**src/rtl/waypoint_route_sequencer.sv**
```systemverilog
// Route queue of polar waypoints. Targets go to the navigation datapath one at a time
// over valid/ready, and the route advances on arrival pulses with a per-leg timeout.
module waypoint_route_sequencer #(
    parameter int          DEPTH          = 4,
    parameter int          TIMEOUT_CYCLES = 270000000,
    parameter int          TIMER_WIDTH    = 29,
    parameter logic [3:0]  MAX_THETA      = 4'hC
) (
    input  logic        clk,
    input  logic        reset,
    input  logic [11:0] selected_location,
    input  logic        add_waypoint,
    input  logic        clear_route,
    input  logic        start_route,
    input  logic        abort,
    output logic [11:0] target_location,
    output logic        target_valid,
    input  logic        target_ready,
    input  logic        arrived,
    output logic        route_active,
    output logic [2:0]  current_index,
    output logic [3:0]  waypoint_count,
    output logic        queue_full,
    output logic        reject,
    output logic        route_done,
    output logic        leg_timeout
);

    localparam int                     IDX_W      = $clog2(DEPTH);
    localparam logic [3:0]             FULL_COUNT = 4'(DEPTH);
    localparam logic [TIMER_WIDTH-1:0] TIMER_LAST = TIMER_WIDTH'(TIMEOUT_CYCLES - 1);

    typedef enum logic [1:0] {
        S_IDLE,
        S_ISSUE,
        S_TRAVEL,
        S_NEXT
    } state_t;

    state_t                 r_state;
    logic [11:0]            r_queue [DEPTH];
    logic [3:0]             r_count;
    logic [2:0]             r_index;
    logic [11:0]            r_target;
    logic                   r_valid;
    logic                   r_active;
    logic                   r_reject;
    logic                   r_done;
    logic                   r_timeout;
    logic [TIMER_WIDTH-1:0] r_timer;

    logic       w_idle;
    logic       w_clear;
    logic       w_add_ok;
    logic       w_reject;
    logic [2:0] w_index_inc;
    logic       w_last_leg;

    assign w_idle      = (r_state == S_IDLE);
    // Clear beats a simultaneous add, and the dropped add is not a reject.
    assign w_clear     = clear_route && w_idle;
    assign w_add_ok    = add_waypoint && w_idle && !w_clear && (r_count != FULL_COUNT)
                         && (selected_location[11:8] <= MAX_THETA)
                         && (selected_location[7:0] != 8'd0);
    assign w_reject    = add_waypoint && !w_clear && !w_add_ok;
    assign w_index_inc = r_index + 3'd1;
    assign w_last_leg  = (({1'b0, r_index} + 4'd1) == r_count);

    always_ff @(posedge clk) begin
        if (reset) begin
            for (int i = 0; i < DEPTH; i++) begin
                r_queue[i] <= 12'd0;
            end
        end else if (w_add_ok) begin
            r_queue[r_count[IDX_W-1:0]] <= selected_location;
        end
    end

    always_ff @(posedge clk) begin
        if (reset) begin
            r_state   <= S_IDLE;
            r_count   <= 4'd0;
            r_index   <= 3'd0;
            r_target  <= 12'd0;
            r_valid   <= 1'b0;
            r_active  <= 1'b0;
            r_reject  <= 1'b0;
            r_done    <= 1'b0;
            r_timeout <= 1'b0;
            r_timer   <= '0;
        end else begin
            r_reject <= w_reject;
            r_done   <= 1'b0;

            if (w_clear) begin
                r_count   <= 4'd0;
                r_timeout <= 1'b0;
            end else if (w_add_ok) begin
                r_count <= r_count + 4'd1;
            end

            if (!w_idle && abort) begin
                r_state  <= S_IDLE;
                r_valid  <= 1'b0;
                r_active <= 1'b0;
            end else begin
                case (r_state)
                    S_IDLE: begin
                        if (start_route && (r_count != 4'd0) && !w_clear) begin
                            r_state   <= S_ISSUE;
                            r_index   <= 3'd0;
                            r_target  <= r_queue[0];
                            r_valid   <= 1'b1;
                            r_active  <= 1'b1;
                            r_timeout <= 1'b0;
                            r_timer   <= '0;
                        end
                    end
                    S_ISSUE: begin
                        if (target_ready) begin
                            r_state <= S_TRAVEL;
                            r_valid <= 1'b0;
                            r_timer <= '0;
                        end
                    end
                    S_TRAVEL: begin
                        // Arrival on the final timer cycle still counts as arrival.
                        if (arrived) begin
                            r_state <= S_NEXT;
                        end else if (r_timer == TIMER_LAST) begin
                            r_state   <= S_IDLE;
                            r_active  <= 1'b0;
                            r_timeout <= 1'b1;
                        end else begin
                            r_timer <= r_timer + 1'b1;
                        end
                    end
                    S_NEXT: begin
                        if (w_last_leg) begin
                            r_state  <= S_IDLE;
                            r_active <= 1'b0;
                            r_done   <= 1'b1;
                        end else begin
                            r_state  <= S_ISSUE;
                            r_index  <= w_index_inc;
                            r_target <= r_queue[w_index_inc[IDX_W-1:0]];
                            r_valid  <= 1'b1;
                            r_timer  <= '0;
                        end
                    end
                    default: r_state <= S_IDLE;
                endcase
            end
        end
    end

    assign target_location = r_target;
    assign target_valid    = r_valid;
    assign route_active    = r_active;
    assign current_index   = r_index;
    assign waypoint_count  = r_count;
    assign queue_full      = (r_count == FULL_COUNT);
    assign reject          = r_reject;
    assign route_done      = r_done;
    assign leg_timeout     = r_timeout;

endmodule

```
**config.mk**
```make
export PLATFORM = sky130hd
export DESIGN_NAME = waypoint_route_sequencer
export DESIGN_NICKNAME = d
export VERILOG_FILES = /design/src/rtl/waypoint_route_sequencer.sv
export SDC_FILE = /design/constraint.sdc
export NUM_CORES = 1
export LEC_CHECK = 0
export CELL_PAD_IN_SITES_DETAIL_PLACEMENT = 2
export CELL_PAD_IN_SITES_GLOBAL_PLACEMENT = 2
export CORE_MARGIN = 1.5
export CORE_UTILIZATION = 40
export DETAILED_ROUTE_END_ITERATION = 8
export PLACE_DENSITY = 0.93
export SLEW_MARGIN = 20
export SYNTH_ARGS = -nofsm -noshare
export SYNTH_HDL_FRONTEND = slang
export SYNTH_SLANG_ARGS = --single-unit
```
**constraint.sdc**
```tcl
create_clock -name clk -period 5.6 [get_ports clk]
set_input_delay 0.56 -clock clk [delete_from_list [all_inputs] [get_ports clk]]
set_output_delay 0.56 -clock clk [all_outputs]
set_load 0.03 [all_outputs]
```
Yosys cells after proc, flatten, opt, wreduce, memory -nomap -nowiden
Memory sizes are Yosys's and may differ from the RTL's. Index checks and enable logic that the tools add are counted.

Latch bits: 0. Bits in read-only memories: 0. Bits of input ports: 20. Logic and storage cells: 103. Memories kept: 1. Register bits: 55. Output and inout bits: 25. Bits in writable memories: 48.

Memory list: r_queue (depth 4, bits a word 12, rd ports 2, clocked after memory_dff 0, write ports 4, RTL line 41) `logic [11:0] r_queue [DEPTH];`.

Shift operators: 0. Add/sub/neg operators: 4. Reductions and logical operators: 29. Magnitude comparators: 1. Multipliers: 0. Divide/modulo/power cells: 0. Muxes and demuxes: 41. Bitwise gates (word level): 2. Eq/ne operators: 15.

Operators by type and width (count): 29-bit two-way mux (5); 29-bit case mux with 4 select lines (1); 12-bit two-way mux (3); 29-bit by 1-bit adder with 29-bit output, second input constant (1); 29-bit == test, second input constant (1); 12-bit case mux with 2 select lines (1); 1-bit two-way mux (19); 2-bit inequality test, second input constant (6); 12-bit OR reduction (1); 1-bit logical AND (11); 2-bit two-way mux (5); 2-bit case mux with 4 select lines (1); 4-bit AND reduction (2); 8-bit nonzero test (1); 3-bit two-way mux (2); 1-bit case mux with 3 select lines (2); 3-bit case mux with 2 select lines (1); 6-bit AND reduction (1); 3-bit nonzero test (2); 5-bit AND reduction (1); 3-bit by 1-bit adder with 4-bit output, second input constant (1); 4-bit by 1-bit adder with 4-bit output, second input constant (1); 2-bit == test, second input constant (2); 4-bit by 3-bit == test with 1-bit output, second input constant (1); 16 further kinds (20).

Longest topological paths before layout
Depth in word-level cells: 12. Mapped depth: 10. Gate-level depth less buffers: 8.

Least setup slack after synthesis
Ideal clock, no wire load.

Path type: register -> register. Start point: register r_count[0] (netlist: waypoint_count[0]). End point: memory r_queue[1][0], enable pin. Slack: 2.742 ns. Cell stages (with the launch flop): 8. Data required time: 5.279 ns. Arrival: 2.537 ns. Period minus slack after synthesis: 2.858 ns. Cell sequence: dfxtp_1 -> inv_1 -> ha_1 -> and3b_1 -> a211oi_1 -> and2b_1 -> and3_1 -> or2_2.

RTL lines: from (decl) (RTL line 42) `logic [3:0] r_count;`; from (signal assigned) (RTL line 99) `r_count <= r_count + 4'd1;`; to (decl) (RTL line 41).

==> impl_metrics.yaml <==
status:
  status: "completed"
die:
  fp-row-count: 40
  die_h_um: 114
  design.die.area_sq_um: 13100
  die_x_um: 114
  core_sq_um: 12100
  initial_core_util_pct: 41.2
  num_io_pins: 45
timing:
  timing.final.ws_setup_ns: 1.92
  finalHoldViolations: 0
  report.final.slew_viol_count: 0
  min_period_ns: 3.68
  fin_skew_ns: 0.0160
  hold_slack_ns: 0.485
  worst_pin_slew_ns: 1.11
  tns_ns: 0
  max-slew-margin-rel_pct: 26.1
  fin_crit_sh_pct: 65.7
  rsz0062_at_grt: "no"
  max_freq_mhz: 272
  setup_viol: 0
yosys:
  synth_area_leaders: "edfxtp_1, dfxtp_1, and2_1, nor2_1, xnor2_1"
  ys_seq_elements: 103
  synth.top_cell.area_share_pct: 29.0
  synth_area_per_cell_sq_um: 10.1
  syn_area_sq_um: 4960
  yosysTopAreaCell: "edfxtp_1"
  synthDistinctLibCells: 54
  synth_nets: 516
  ys_warn_count: 0
  synthArstFlopShare_pct: 0
  synth_cells: 492
  synth_edf_count: 48
  synth_seq_area_share_pct: 51.2
  synth_common_cells: "nor2_1, dfxtp_1, and2_1, edfxtp_1"
  synth_ff_type: "dfxtp_1"
  synth_most_common_cell: "nor2_1"
placement:
  place_congestion: 0.841
  placedCellCount: 682
  pre_cts_ws_ns: 1.72
  portBuffers: 44
  dp_hpwl_um: 11700
critical_path:
  worstPathMaxFanout: 15
  rrSetupSlack_ns: 1.92
  cpLargestDelayFamily: "simple AND/OR/NAND/NOR gates"
  crit_type: "reg2reg"
  slowest_delay_ns: 0.82
  r2r_cells: 7
  slowest_stage: "a211oi_1"
  crit_path_start_kind: "register"
  r2r_end: "r_queue[1][6]"
  crit_chain: "inv_1 > ha_1 > and3b_1 > a211oi_1 > and2b_1 > and3_1 > or2_2"
  cp_data_arrival_time_ns: 3.71
  r2r_start: "waypoint_count[0]"
  cp.required_ns: 5.63
  worst-path-buf-inv: 1
  endpoint_kind: "register"
route:
  firstDrtPassIters: 4
  avgRoutedWirePerCell_um: 23.1
  drt_iter0_drc: 196
  final_antenna_net_count: 0
  avgViaCountPerCell: 5.65
  drc: 0
  vias: 3946
  drt_wl_total_um: 16100
pwr:
  vdd_drop_max_mv: 0.175
  total_power_uw: 1510
  cellPowerDensity_nw_per_um2: 259
  power_leakage_uw: 0.00193
cts:
  post-cts-setup-buffers: 0
  numCtsBuffers: 9
  cts_resized: 0
  cts_buffer_depth: 2
  cts.clk_slew.worst_paths_ns: 0.08
  clkLatencyLatePin_ns: 0.36
  cts_root_buf: "clkbuf_16"
  holdBufCountCts: 0
  htreeDepth: 3
  tritoncts_num_sinks: 103
  cts_tree: "yes"
worst_hold_path:
  worstHoldPathCells: 2
  hold_class: "reg2reg"
  min_from: "leg_timeout"
  min_to: "leg_timeout"
grt:
  grt_pass1_wl_um: 25500
  grt_max_degree: 39
  grt_usage_pct: 26.3
  antenna_found_initial: 0
  gr-total-overflow: 0
  grt_pass1_vias: 4370
final_layout:
  stdcell_count: 698
  nets: 549
  antenna_cells: 0
  layout-drive-gt1-share_pct: 9.06
  fillers: 1233
  area_delta_synth_final_pct: 17.1
flow_run:
  drv_cap: 0
[stage by stage]
stage | cell area, sq um | utilization [%]
2_1_floorplan | 4960 | -
4_1_cts | 5820 | 48.2
5_1_grt | 5820 | 48.2
3_5_place_dp | 5540 | 45.9
6_report | 5820 | 48.2
3_3_place_gp | 5540 | 45.9
[final cells by class]
| cell class | instances | area [sq um] | share of cell area [%] |
|---|---|---|---|
| Tap cell | 168 | 210 | 3.61 |
| Clock inverter | 6 | 50.0 | 0.861 |
| Sequential cell | 103 | 2540 | 43.7 |
| Inverter | 9 | 33.8 | 0.581 |
| Multi-Input combinational cell | 353 | 2270 | 39.1 |
| Clock buffer | 10 | 229 | 3.94 |
| Timing Repair Buffer | 49 | 478 | 8.22 |
[cell usage in the layout, fill, tap and decap left out, drive strengths merged, types with 12 or more instances in the layout]
cell type,n
nor2,62
dfxtp,55
and2,50
edfxtp,48
clkdlybuf4s50,44
a21oi,24
xnor2,24
nand2,17
nor4,17
mux2,16
nor3,14
nand3,13
mux2i,12
inv,12
[worst max path at each step]
| stage | start | end | slack [ns] | cells after the start |
|---|---|---|---|---|
| 6_report | waypoint_count[0] | r_queue[1][6] | 1.92 | 7 |
| 4_1_cts | waypoint_count[0] | r_queue[1][6] | 1.96 | 7 |
| 3_3_place_gp | selected_location[8] | r_queue[0][1] | 2.08 | 7 |
| 5_1_grt | current_index[0] | r_timer[18] | 1.70 | 8 |
| 3_5_place_dp | selected_location[8] | r_queue[1][7] | 1.72 | 7 |
| 2_1_floorplan | waypoint_count[0] | r_queue[1][0] | 2.74 | 7 |
[state kept, by name, summed over array words and instances (netlist names)]
name	count
route_active	1
reject	1
target_valid	1
target_location	12
r_state	2
r_queue	48
route_done	1
waypoint_count	4
r_timer	29
leg_timeout	1
current_index	3
[cell families after synthesis]
| logic type | count (synthesis) | synth area share (%) |
|---|---|---|
| buffers and inverters | 36 | 3.02 |
| muxes | 28 | 6.05 |
| and+or+nand+nor | 228 | 25.5 |
| adders and majority gates | 4 | 1.01 |
| xor gates and xnor gates | 28 | 5.22 |
| DFF | 103 | 51.2 |
| AOI/OAI and AO/OA | 65 | 8.04 |
[worst min-delay path, stage by stage, from the launching register on]
cell and delay, ns:
dfxtp_1 0.32, o31ai_1 0.06, a21oi_1 0.06
[metal layers]
metal,up-vias,wire length (um),track usage (%)
li1,1835,-,-
met1,1994,6630,30.6
met2,86,8380,47.2
met3,31,579,4.92
met4,0,497,10.8
met5,-,0,0
[report_power, final]
part | leakage [uW] | internal (uW) | total, uW | switching [uW]
Sequential | 0.000946 | 802 | 813 | 10.4
Combinational | 0.000849 | 30.9 | 81.4 | 50.4
Clock | 0.000137 | 309 | 613 | 304
Power figures use the tool's default switching activity.
